**config.mk**
```make
export PLATFORM = sky130hd
export DESIGN_NAME = anim_sequencer
export DESIGN_NICKNAME = d
export VERILOG_FILES = /design/src/rtl/anim_sequencer.sv
export SDC_FILE = /design/constraint.sdc
export NUM_CORES = 1
export LEC_CHECK = 0
export BUFFER_PORTS_ARGS = -buffer_cell sky130_fd_sc_hd__clkbuf_2
export CAP_MARGIN = 20
export CORE_ASPECT_RATIO = 2
export CORE_MARGIN = 5
export CORE_UTILIZATION = 45
export DETAILED_ROUTE_END_ITERATION = 6
export HOLD_SLACK_MARGIN = 0.03
export PLACE_DENSITY = 0.73
export SETUP_SLACK_MARGIN = 0.3
export SLEW_MARGIN = 20
export SYNTH_ARGS = -nofsm -noshare
export SYNTH_HDL_FRONTEND = slang
export SYNTH_SLANG_ARGS = --single-unit
```
**constraint.sdc**
```tcl
create_clock -name clk -period 4.36 [get_ports clk]
set_clock_uncertainty 0.1 [all_clocks]
set_input_delay 0.218 -clock clk [delete_from_list [all_inputs] [get_ports clk]]
set_output_delay 0.218 -clock clk [all_outputs]
set_load 0.005 [all_outputs]
```
**src/rtl/anim_sequencer.sv**
```systemverilog
// -----------------------------------------------------------------------------
// anim_sequencer
//
// Frame sequencer for sprite/animation playback. A period counter advances the
// frame index every PERIOD cycles according to the playback mode latched on
// start (loop, ping-pong, one-shot, still). Each pixel request (x, y) is turned
// into a registered linear address {frame, y, x} into a multi-frame image ROM.
//
// Ports:
//   clk         system clock
//   rst         asynchronous, active-high reset
//   start       one-cycle pulse: restart from frame 0 and latch mode
//   pause       level: freezes period counter and frame index while in RUN
//   mode        playback mode (0 LOOP, 1 PINGPONG, 2 ONESHOT, 3 STILL)
//   ram_addr_x  pixel column request
//   ram_addr_y  pixel row request
//   rom_addr    registered ROM address {frame, y, x}
//   frame       current frame index
//   busy        high while in RUN
//   frame_tick  one-cycle pulse on every frame change
//   done        one-cycle pulse on sequence completion/wrap
// -----------------------------------------------------------------------------
module anim_sequencer #(
    parameter int FRAMES    = 16,
    parameter int PERIOD    = 33554432,
    parameter int AW        = 8,
    parameter int AUTOSTART = 1,
    localparam int FW       = (FRAMES > 1) ? $clog2(FRAMES) : 1
) (
    input  logic               clk,
    input  logic               rst,
    input  logic               start,
    input  logic               pause,
    input  logic [1:0]         mode,
    input  logic [AW-1:0]      ram_addr_x,
    input  logic [AW-1:0]      ram_addr_y,
    output logic [FW+2*AW-1:0] rom_addr,
    output logic [FW-1:0]      frame,
    output logic               busy,
    output logic               frame_tick,
    output logic               done
);

    localparam int CW = $clog2(PERIOD);

    localparam logic [CW-1:0] CNT_LAST   = CW'(PERIOD - 1);
    localparam logic [FW-1:0] FRAME_LAST = FW'(FRAMES - 1);
    // Frame reached when ping-pong reverses at the top; unused when FRAMES == 1.
    localparam logic [FW-1:0] FRAME_TURN = FW'((FRAMES > 1) ? FRAMES - 2 : 0);

    typedef enum logic {
        S_IDLE,
        S_RUN
    } state_t;

    typedef enum logic [1:0] {
        M_LOOP     = 2'd0,
        M_PINGPONG = 2'd1,
        M_ONESHOT  = 2'd2,
        M_STILL    = 2'd3
    } mode_t;

    state_t               state_q, state_d;
    mode_t                mode_q,  mode_d;
    logic [CW-1:0]        cnt_q,   cnt_d;
    logic [FW-1:0]        frame_q, frame_d;
    logic                 dir_q,   dir_d;
    logic                 tick_q,  tick_d;
    logic                 done_q,  done_d;
    logic [FW+2*AW-1:0]   rom_addr_q;

    // -------------------------------------------------------------------------
    // Next-state logic
    // -------------------------------------------------------------------------
    always_comb begin
        // NOTE: every variable gets a default first so no path leaves one
        // unassigned, which would otherwise infer a latch.
        state_d = state_q;
        mode_d  = mode_q;
        cnt_d   = cnt_q;
        frame_d = frame_q;
        dir_d   = dir_q;
        done_d  = 1'b0;

        if (start) begin
            // start wins over pause and over a same-cycle period expiry.
            state_d = S_RUN;
            mode_d  = mode_t'(mode);
            cnt_d   = '0;
            frame_d = '0;
            dir_d   = 1'b1;
        end else if (state_q == S_RUN && !pause) begin
            if (cnt_q != CNT_LAST) begin
                cnt_d = cnt_q + 1'b1;
            end else begin
                cnt_d = '0;
                unique case (mode_q)
                    M_LOOP: begin
                        if (frame_q == FRAME_LAST) begin
                            frame_d = '0;
                            done_d  = 1'b1;
                        end else begin
                            frame_d = frame_q + 1'b1;
                        end
                    end
                    M_PINGPONG: begin
                        if (FRAMES > 1) begin
                            if (dir_q) begin
                                if (frame_q == FRAME_LAST) begin
                                    frame_d = FRAME_TURN;
                                    dir_d   = 1'b0;
                                end else begin
                                    frame_d = frame_q + 1'b1;
                                end
                            end else begin
                                if (frame_q == '0) begin
                                    frame_d = FW'(1);
                                    dir_d   = 1'b1;
                                end else begin
                                    frame_d = frame_q - 1'b1;
                                end
                            end
                        end
                        // Landing on frame 0 closes one ping-pong cycle; with a
                        // single frame this degenerates to a done every period.
                        done_d = (frame_d == '0);
                    end
                    M_ONESHOT: begin
                        if (frame_q == FRAME_LAST) begin
                            state_d = S_IDLE;
                            done_d  = 1'b1;
                        end else begin
                            frame_d = frame_q + 1'b1;
                        end
                    end
                    M_STILL: begin
                        frame_d = '0;
                    end
                endcase
            end
        end

        // Any change of frame value ticks, except the reset-to-0 caused by start.
        tick_d = !start && (frame_d != frame_q);
    end

    // -------------------------------------------------------------------------
    // State registers
    // -------------------------------------------------------------------------
    always_ff @(posedge clk or posedge rst) begin
        if (rst) begin
            state_q    <= (AUTOSTART != 0) ? S_RUN : S_IDLE;
            mode_q     <= M_LOOP;
            cnt_q      <= '0;
            frame_q    <= '0;
            dir_q      <= 1'b1;
            tick_q     <= 1'b0;
            done_q     <= 1'b0;
            rom_addr_q <= '0;
        end else begin
            // NOTE: non-blocking assignments so every register samples the
            // pre-edge values; rom_addr below relies on seeing the old frame.
            state_q    <= state_d;
            mode_q     <= mode_d;
            cnt_q      <= cnt_d;
            frame_q    <= frame_d;
            dir_q      <= dir_d;
            tick_q     <= tick_d;
            done_q     <= done_d;
            rom_addr_q <= {frame_q, ram_addr_y, ram_addr_x};
        end
    end

    assign rom_addr   = rom_addr_q;
    assign frame      = frame_q;
    assign busy       = (state_q == S_RUN);
    assign frame_tick = tick_q;
    assign done       = done_q;

endmodule
```
## Word level (Yosys, flattened, before mapping)

Cells that the tools add are included.

- Multiplexer cells: 33
- Reduce and logical (&&, ||, !) cells: 14
- Equality and inequality tests: 7
- Add/subtract/negate cells: 3

Operators with widths:

| cell | number |
|---|---|
| $mux W25 | 3 |
| $mux W4 | 12 |
| $add A25 B1 Y25 const B | 1 |
| $ne A25 B25 Y1 const B | 1 |
| $mux W1 | 16 |
| $pmux W4 S4 | 1 |
| $logic_not A4 Y1 | 2 |
| $reduce_bool A2 Y1 | 4 |
| $add A4 B1 Y4 const B | 1 |
| $eq A2 B2 Y1 const B | 2 |
| $eq A4 B4 Y1 const B | 1 |
| $ne A4 B4 Y1 | 1 |
| $reduce_and A4 Y1 | 1 |
| $sub A4 B1 Y4 const B | 1 |
| $reduce_and A3 Y1 | 1 |
| $eq A2 B1 Y1 const B | 1 |
| $logic_and A1 B1 Y1 | 2 |
| $logic_not A1 Y1 | 2 |
| $logic_not A2 Y1 | 1 |
| $ne A2 B2 Y1 const B | 1 |
| $pmux W1 S2 | 1 |
| $reduce_or A2 Y1 | 1 |

- Input bits: 22
- Output and inout port bits: 27
- Logic and storage cells: 65
- Register bits after elaboration: 55

## Logic depth before layout (Yosys ltp)

Gate-level depths: netlist of the first run.

- Depth in word-level cells: 13
- Mapped depth: 9
- Gate-level depth less buffers: 9

## Worst setup path after synthesis of the first run

Ideal clock, no wire load.

- Kind: register to register
- From: reg frame_q[0], in the netlist frame[0]
- To: reg tick_q, in the netlist frame_tick
- Clock period less this slack: 2.555 ns
- Cell stages (with the launch flop): 9
- Setup time: 0.094 ns
- Required time: 4.166 ns
- Path buffers: 1
- Setup slack: 1.805 ns
- Arrival time: 2.361 ns
- Cell sequence: dfrtp_1 -> clkbuf_1 -> inv_1 -> ha_1 -> or3b_1 -> a221o_1 -> and3_1 -> o311a_1 -> a211oi_1

- Longest elaborated chain between the ends: 13
- Elaborated cells on any way between the ends: 19
- Those cells by class: add/sub (2); eq/ne (2); mux (13); reduce/logical (2)

Ends and longest elaborated chain:

| what | line | RTL |
|---|---|---|
| start: declaration | 66 | `logic [FW-1:0] frame_q, frame_d;` |
| start signal: assignment | 166 | `frame_q <= frame_d;` |
| $sub A4 B1 Y4 (tied with other cells) | 120 | `frame_d = frame_q - 1'b1;` |
| $mux W4, on equally long branches | 116, 109 |  |
| $mux W4 | 108 | `if (dir_q) begin` |
| $mux W4 | 97 | `unique case (mode_q)` |
| $mux W4 | 93 | `if (cnt_q != CNT_LAST) begin` |
| $mux W4 | 92 | `end else if (state_q == S_RUN && !pause) begin` |
| $mux W4 | 85 | `if (start) begin` |
| $pmux W4 S4 | 97 |  |
| $mux W4 | 93 |  |
| $mux W4 | 92 |  |
| $mux W4 | 85 |  |
| $ne A4 B4 Y1 (*) | 144 | `tick_d = !start && (frame_d != frame_q);` |
| $logic_and A1 B1 Y1 (*) | 144 |  |
| via tick_d | 68 | `logic tick_q, tick_d;` |
| end signal: assignment | 168 | `tick_q <= tick_d;` |
| end: declaration | 68 |  |

Mark *: on every way through the listed nets, which the timed path passes. The rest lies on a longest branch. The select of a mux whose other input is x is not followed.
A chain may end at the register's enable or synchronous reset.

## Final worst setup path of the first run

Ends and elaborated chain as after synthesis.

==> out/qor.txt, run 1 <==
VDD IR max: 190 uV
Worst R2R Setup Slack: 1.45 ns
GRT Util Overall: 18.7%
CTS resizes: 0
critical path type: reg -> reg
CTS Root Cell: clkbuf_16
chip width: 65.4 um
slowest CP cell: dfrtp_1
clock slew at reported path FFs: 0.07 ns
layout cells sized above 1: 20.2%
Routed WL: 6790 um
minimum clock period after layout: 2.91 ns
Syn. warnings: 0
# rows: 40
worst r2r dst: frame_tick
Power Dens Cells: 297 nW/um^2
Skew-Pair Late Insertion Delay: 0.30 ns
most frequent CP cell: ha_1
Critical Path RT: 4.42 ns
Worst slew margin: 41.9%
vias per inst: 5.64
critical path's top delay family: compound AO/OA/AOI/OAI gates
post-synthesis sequential area ratio: 50.0%
initial antenna violation count: 0
router iterations before antenna repair: 4
Synth top cells by count: dfrtp_1, nor2_1, xnor2_1
Vias: 2252
vias in the first global route: 2348
stages on the worst setup path: 9
flop and latch count out of synthesis: 55
pre-CTS setup slack: 1.47 ns
crit path from: frame[0]
grt ovf: 0
clock sink total: 55
Core Area: 6010 sq um
Worst setup EP type: flop
status: complete, no violations
fmax: 0.344 GHz
RSZ-0062 raised after global routing: false
Final Cycle Share: 66.6%
total CTS buffers: 5
fillers: 530
dpl cells: 372
largest net degree at the start of global routing: 31
Reg2Reg Depth: 9
Final Hold Viols: 0
gpl congestion: 0.898
count of cell types in the netlist: 58
I/O Buffers: 48
launching point of the worst reg2reg path: frame[0]
TritonCTS clock tree: yes
initial detailed-routing violation count: 72
syn avg cell area: 10.1 sq um
count leader, synth: dfrtp_1
Clock Tree Buf Depth: 2
initial core utilization: 46.0%
Final Setup Violations: 0
setup TNS: 0 ns
Layout area overhead: 22.3%
Main synth FF type: dfrtp_1
CP startpoint kind: flop
leakage: 1.49 nW
Tot Pwr: 1.00 mW
Slew @ Worst Pin: 0.871 ns
Synth Net Count: 301
die area: 7890 sq um
diodes inserted: 0
DP HPWL: 4880 um
crit-path cells: ha_1 -> and3_1 -> inv_1 -> ha_1 -> nand2b_1 -> a221oi_1 -> a22o_1 -> o311a_1 -> a211oi_1
Yosys top cell area share: 48.1%
final non-filler cell total: 399
Post-synth ARST share: 100%
Post-synth EDFFs: 0
Slew Limit Fails: 0
Max-cap violations: 0
num ports: 49
final worst slack: 1.45 ns
Worst Hold Class: in -> reg
Final nets: 362
DRT antenna net count: 0
Max stage delay on crit path: 0.61 ns
CP bufs+invs: 1
Cells after Synth: 274
die span in y: 121 um
Critical Path End: frame_tick
DR WL/cell: 17.0 um
drc violations: 0
CTS HTree Levels: 2
first-pass GRT wire length: 11200 um
Synth Cell Area: 2760 sq um
dominant cells by area after synthesis: dfrtp_1, xnor2_1, nor2_1
Data arrival, critical path: 2.96 ns
crit-path max FO: 15
# Post-CTS Setup Buffers: 0
dominant cell type by area after synthesis: dfrtp_1
==> metrics by stage <==
stage | hold WS [ns] | area [sq um] | util [%]
after floorplan | 0.149 | 2760 | -
final | 0.256 | 3370 | 56.2
after CTS | 0.259 | 3370 | 56.2
after global placement | 0.226 | 3020 | 50.2
after global routing | 0.295 | 3370 | 56.2
after detailed placement | 0.173 | 3040 | 50.6
==> worst min-delay path by stage <==
stage | from | to | slack (ns) | cells after the start
detailed placement | rst | rom_addr[9] | 0.17 | 2
global route | start | frame[0] | 0.29 | 2
global placement | ram_addr_x[4] | rom_addr[4] | 0.23 | 1
floorplan | ram_addr_x[0] | rom_addr[0] | 0.15 | 0
CTS | pause | cnt_q[1] | 0.26 | 4
finish | pause | cnt_q[1] | 0.26 | 4
==> routing by layer <==
layer,up-vias,GRT usage [%],routed length (um)
met3,17,2.97,215
met5,-,0,0
met1,1079,18.1,2380
met4,0,10.5,265
li1,1094,-,-
met2,62,35.7,3940
==> registers in the layout, summed over array words and instances, names as in the netlist <==
name        count
frame_tick      1
busy            1
dir_q           1
done            1
frame           4
mode_q          2
rom_addr       20
cnt_q          25
==> repair_timing <==
item,CTS,global route
setup endpoints to repair,0,0
endpoints found under the hold margin,43,0
hold buffers,19,0
==> report_power, final <==
group | switching (mW) | internal [mW] | total (mW)
Clock | 0.183 | 0.215 | 0.398
Combinational | 0.0383 | 0.0350 | 0.0733
Sequential | 0.0109 | 0.521 | 0.532
Total | 0.233 | 0.771 | 1.00
==> cells in the final DEF, fill, tap and decap left out, types with 6 or more instances in the layout <==
| master | Yosys | routed |
|---|---|---|
| and3_1 | 6 | 6 |
| clkbuf_2 | 0 | 48 |
| dfrtp_1 | 53 | 53 |
| dlygate4sd3_1 | 0 | 19 |
| inv_1 | 12 | 11 |
| nand2_1 | 15 | 15 |
| nand3_1 | 6 | 6 |
| nor2_1 | 37 | 37 |
| nor3_1 | 13 | 13 |
| xnor2_1 | 20 | 20 |
==> worst register-to-register path: cells and delay by family, from the launching register on <==
kind,cells,cell delay (ns)
buffers and inverters,1,0.09
AOI/OAI and AO/OA,4,0.78
DFF,1,0.61
adders and majority gates,2,0.72
and+or+nand+nor,2,0.46
==> cells by family (layout without fill, tap and decap cells) <==
kind of cell / after synthesis / count (layout) / synth area share [%]
AO/OA/AOI/OAI: 46 / 46 / 13.1
flip-flops: 55 / 55 / 50.0
buffers and inverters: 26 / 88 / 3.90
multiplexers: 3 / 3 / 1.09
AND/OR/NAND/NOR: 114 / 114 / 21.7
adder cells (fa/ha/maj): 5 / 5 / 2.27
XOR/XNOR: 25 / 25 / 7.93
==> cell type report <==
cell class              count  area, sq um  share of cell area, %
flip-flops and latches     55         1380                   40.9
multi-input cells         193         1270                   37.7
repair buffers             68          450                   13.3
clock buffers               5          125                   3.71
well taps                  63         78.8                   2.34
inverters                  12         45.0                   1.33
clock inverters             3         22.5                  0.667
Power figures use the tool's default switching activity.
==> run 2, diff against run 1 <==
- clock period: 4.36 -> 2.9 ns (I/O delays scaled with it)
==> out/qor.txt, run 2 (synthesis results as in run 1) <==
CP startpoint kind: flop
Data arrival, critical path: 2.59 ns
Max-cap violations: 0
CP bufs+invs: 1
Final Cycle Share: 85.9%
Layout area overhead: 27.8%
clock sink total: 55
num ports: 49
Placed Area: 3130 sq um
Slew @ Worst Pin: 0.897 ns
fillers: 512
Clk network pwr share: 42.5%
VDD IR max: 379 uV
Critical Path RT: 3.00 ns
CTS Root Cell: clkbuf_16
Core Area: 6010 sq um
GRT Util Overall: 19.3%
most common cell after layout, fill and taps aside: dfrtp_1
Top reg by flops: cnt_q
reported net switching power: 342 uW
crit-path max FO: 8
Worst Hold Class: in -> reg
drc violations: 0
Final nets: 375
status: complete, no violations
leakage: 1.57 nW
Slew Limit Fails: 0
gpl congestion: 1.03
Max stage delay on crit path: 0.45 ns
DP HPWL: 4980 um
DR WL/cell: 17.0 um
initial detailed-routing violation count: 85
chip width: 65.4 um
crit-path cells: inv_1 -> ha_2 -> or3b_4 -> a221o_1 -> and3_1 -> o311a_1 -> a211oi_1
slowest CP cell: dfrtp_2
CTS HTree Levels: 2
Final Hold Viols: 0
Final Setup Violations: 0
RSZ-0062 raised after global routing: false
fin area: 3530 sq um
fmax: 0.401 GHz
Vias: 2361
critical path's top delay family: compound AO/OA/AOI/OAI gates
TritonCTS clock tree: yes
commonest cells after routing, fill and taps aside: dfrtp_1, clkbuf_2, nor2_1, xnor2_1, dlygate4sd3_1
Routed WL: 7010 um
Worst slew margin: 40.2%
Largest register FFs: 25
I/O Buffers: 48
Clock Tree Buf Depth: 2
grt ovf: 0
Skew-Pair Late Insertion Delay: 0.29 ns
initial antenna violation count: 0
Int Power: 1.26 mW
Power Dens Cells: 453 nW/um^2
initial core utilization: 46.0%
DRT antenna net count: 0
total CTS buffers: 5
vias per inst: 5.73
largest net degree at the start of global routing: 23
layout cells sized above 1: 24.4%
router iterations before antenna repair: 4
die area: 7890 sq um
setup TNS: 0 ns
sw frac: 21.4%
die span in y: 121 um
minimum clock period after layout: 2.49 ns
critical path type: reg -> reg
vias in the first global route: 2442
Sequential Power Share: 50.1%
diodes inserted: 0
Comb pwr share: 7.5%
clock slew at reported path FFs: 0.07 ns
first-pass GRT wire length: 11700 um
# rows: 40
Worst setup EP type: flop
-- run 2: changes by cell type in the layout (fill, tap and decap cells not counted), moves of 2 or more --
cell     delta
buf_16      +2
dfrtp_1     -2
dfrtp_2     +2
buf_4      +12
-- run 2: final cells by class --
type                    count  area [sq um]  area share [%]
repair buffers             81           576            16.3
flip-flops and latches     55          1380            39.2
clock buffers               6           129            3.65
multi-input cells         193          1280            36.3
well taps                  63          78.8            2.23
inverters                  12          45.0            1.28
clock inverters             2          38.8            1.10
-- run 2: stage by stage --
stage               setup slack [ns]  hold WS, ns  std cells  util, %  total power [mW]
finish                         0.409        0.225        412     58.7              1.60
global route                   0.299        0.241        412     58.7              1.66
CTS                            0.324        0.220        408     58.1              1.61
detailed placement             0.302       0.0595        381     52.1             0.913
global placement               0.383        0.153        379     51.2             0.902
floorplan                      0.345       0.0764        274        -             0.859
-- run 2: power groups by stage --
stage	registers, mW	clock network [mW]	logic [mW]
3_3_place_gp	0.813	0	0.0886
4_1_cts	0.799	0.693	0.120
5_1_grt	0.801	0.725	0.133
3_5_place_dp	0.813	0	0.0992
6_report	0.799	0.679	0.119
2_1_floorplan	0.807	0	0.0523
-- run 2: worst paths after layout --
kind                       depth (start not counted)            to     start  slack, ns
setup reg to reg                                   7    frame_tick  frame[0]       0.41
max in group asynchronous                          5      cnt_q[0]       rst       1.74
min in group asynchronous                          3      cnt_q[7]       rst       0.33
hold reg to reg                                    0  rom_addr[16]  frame[0]       0.38
setup / recovery                                   7    frame_tick  frame[0]       0.41
hold / removal                                     4      cnt_q[1]     pause       0.23
-- run 2: routing by layer --
| metal | GRT usage [%] | share of wire (%) |
|---|---|---|
| met5 | 0 | 0 |
| met4 | 10.5 | 3.9 |
| met3 | 3.25 | 3.3 |
| met2 | 36.6 | 58 |
| met1 | 19.1 | 34 |
-- run 2: worst reg2reg max path, stage by stage (launching register included) --
cell and delay (ns):
dfrtp_2 0.45, inv_1 0.12, ha_2 0.22, or3b_4 0.41
a221o_1 0.35, and3_1 0.20, o311a_1 0.32, a211oi_1 0.23
-- run 2: repair_timing --
item | CTS | global route
resized for setup | 1 | 4
buffers inserted | 0 | 4
endpoints found under the hold margin | 36 | 0
gates cloned | 0 | 0
hold buffers | 19 | 0
endpoints found under the setup margin | 1 | 1
==> run 3, diff against run 2 <==
- CORE_UTILIZATION: 45 -> 40
- CTS_CLUSTER_SIZE: default -> 10
- PLACE_DENSITY: 0.73 -> default
==> out/qor.txt, run 3 (synthesis results as in run 1) <==
gpl congestion: 0.898
clock sink total: 55
Worst setup EP type: flop
chip width: 68.7 um
critical path's top delay family: compound AO/OA/AOI/OAI gates
fmax: 0.405 GHz
critical path type: reg -> reg
leakage: 1.55 nW
grt ovf: 0
minimum clock period after layout: 2.47 ns
Clock Tree Buf Depth: 2
Core Area: 6830 sq um
Largest register FFs: 25
Vias: 2349
VDD IR max: 370 uV
crit-path max FO: 8
fin util: 51.2%
DP HPWL: 4460 um
Slew @ Worst Pin: 0.896 ns
largest net degree at the start of global routing: 24
Routed WL: 6480 um
vias per inst: 5.35
CP startpoint kind: flop
CTS Root Cell: clkbuf_16
total CTS buffers: 5
setup TNS: 0 ns
Top reg by flops: cnt_q
first-pass GRT wire length: 11200 um
initial detailed-routing violation count: 235
vias in the first global route: 2353
Data arrival, critical path: 2.57 ns
die span in y: 127 um
Slew Limit Fails: 0
Max-cap violations: 0
crit-path cells: inv_2 -> ha_2 -> or3b_4 -> a221o_1 -> and3_1 -> o311a_1 -> a211oi_1
Power Dens Cells: 433 nW/um^2
Final Cycle Share: 85.1%
Worst Hold Class: in -> reg
Worst R2R Setup Slack: 0.43 ns
DRT antenna net count: 0
Skew-Pair Late Insertion Delay: 0.29 ns
Critical Path RT: 3.00 ns
CP bufs+invs: 1
RSZ-0062 raised after global routing: false
I/O Buffers: 48
most common cell after layout, fill and taps aside: dfrtp_1
GRT Util Overall: 16.4%
clock slew at reported path FFs: 0.07 ns
slowest CP cell: dfrtp_2
TritonCTS clock tree: yes
Critical Path End: frame_tick
launching point of the worst reg2reg path: frame[1]
Final Setup Violations: 0
Reg2Reg Depth: 7
die area: 8760 sq um
status: complete, no violations
DR WL/cell: 14.8 um
Worst slew margin: 40.2%
crit path from: frame[1]
CTS HTree Levels: 2
stages on the worst setup path: 7
initial core utilization: 40.4%
Max stage delay on crit path: 0.46 ns
Final nets: 375
router iterations before antenna repair: 4
num ports: 49
layout cells sized above 1: 24.6%
drc violations: 0
diodes inserted: 0
Layout area overhead: 26.8%
initial antenna violation count: 0
commonest cells after routing, fill and taps aside: dfrtp_1, clkbuf_2, nor2_1, xnor2_1, dlygate4sd3_1
Final Hold Viols: 0
# rows: 43
worst r2r dst: frame_tick
==> run 3: cell types whose count changed in the layout (fill, tap and decap cells not counted) <==
| cell | before | now |
|---|---|---|
| inv_6 | 1 | 0 |
| bufinv_16 | 1 | 0 |
| o311ai_0 | 2 | 1 |
| clkbuf_8 | 0 | 1 |
| buf_4 | 12 | 14 |
| clkinv_2 | 0 | 1 |
| buf_16 | 2 | 0 |
| inv_2 | 2 | 3 |
| o311ai_1 | 0 | 1 |
| inv_1 | 10 | 9 |
==> run 3: layout make-up <==
class | count | area, sq um
multi-input combinational | 193 | 1280
clock inverter | 1 | 5.00
inverter | 12 | 45.0
clock buffer | 7 | 143
timing repair buffer | 81 | 536
fill | 642 | 3330
sequential | 55 | 1380
tap | 90 | 113
==> run 3: what timing repair did <==
item / CTS / global route
setup buffers: 3 / 3
gates resized for setup: 2 / 5
endpoints found under the hold margin: 41 / 0
hold buffers: 19 / 0
pin swaps: 0 / 0
endpoints found under the setup margin: 1 / 1
==> run 3: worst min path at each step <==
stage / start / endpoint / depth (start not counted)
global placement: rst / rom_addr[7] / 2
global route: pause / cnt_q[1] / 5
finish: pause / cnt_q[1] / 4
detailed placement: rst / rom_addr[9] / 2
CTS: pause / cnt_q[1] / 4
floorplan: ram_addr_x[0] / rom_addr[0] / 0
==> run 3: report_power, final <==
part           internal [mW]  switching (mW)
clock                  0.343           0.262
combinational         0.0551          0.0589
sequential             0.783          0.0143
total                   1.18           0.335
==> run 3: worst reg2reg max path: stages (launching register included) <==
cell and delay (ns):
dfrtp_2 0.46, inv_2 0.10, ha_2 0.21, or3b_4 0.41, a221o_1 0.36, and3_1 0.20, o311a_1 0.33, a211oi_1 0.22
==> run 3: through the flow <==
| step | instance area [sq um] | total power, mW | instances | hold slack [ns] | worst slack (ns) |
|---|---|---|---|---|---|
| finish | 3500 | 1.52 | 439 | 0.207 | 0.433 |
| global route | 3500 | 1.58 | 439 | 0.263 | 0.323 |
| CTS | 3470 | 1.53 | 436 | 0.204 | 0.335 |
| detailed placement | 3110 | 0.907 | 406 | -0.0212 | 0.230 |
| global placement | 3110 | 0.907 | 406 | -0.0260 | 0.268 |
| floorplan | 2760 | 0.859 | 274 | 0.0764 | 0.345 |
==> run 3: metal layers <==
| metal | global-route usage, % | share of wire, % | vias up |
|---|---|---|---|
| met4 | 4.83 | 1.6 | 0 |
| met5 | 0 | 0 | - |
| met2 | 23.6 | 45 | 96 |
| li1 | - | - | 1124 |
| met1 | 23.5 | 44 | 1120 |
| met3 | 5.19 | 8.5 | 9 |
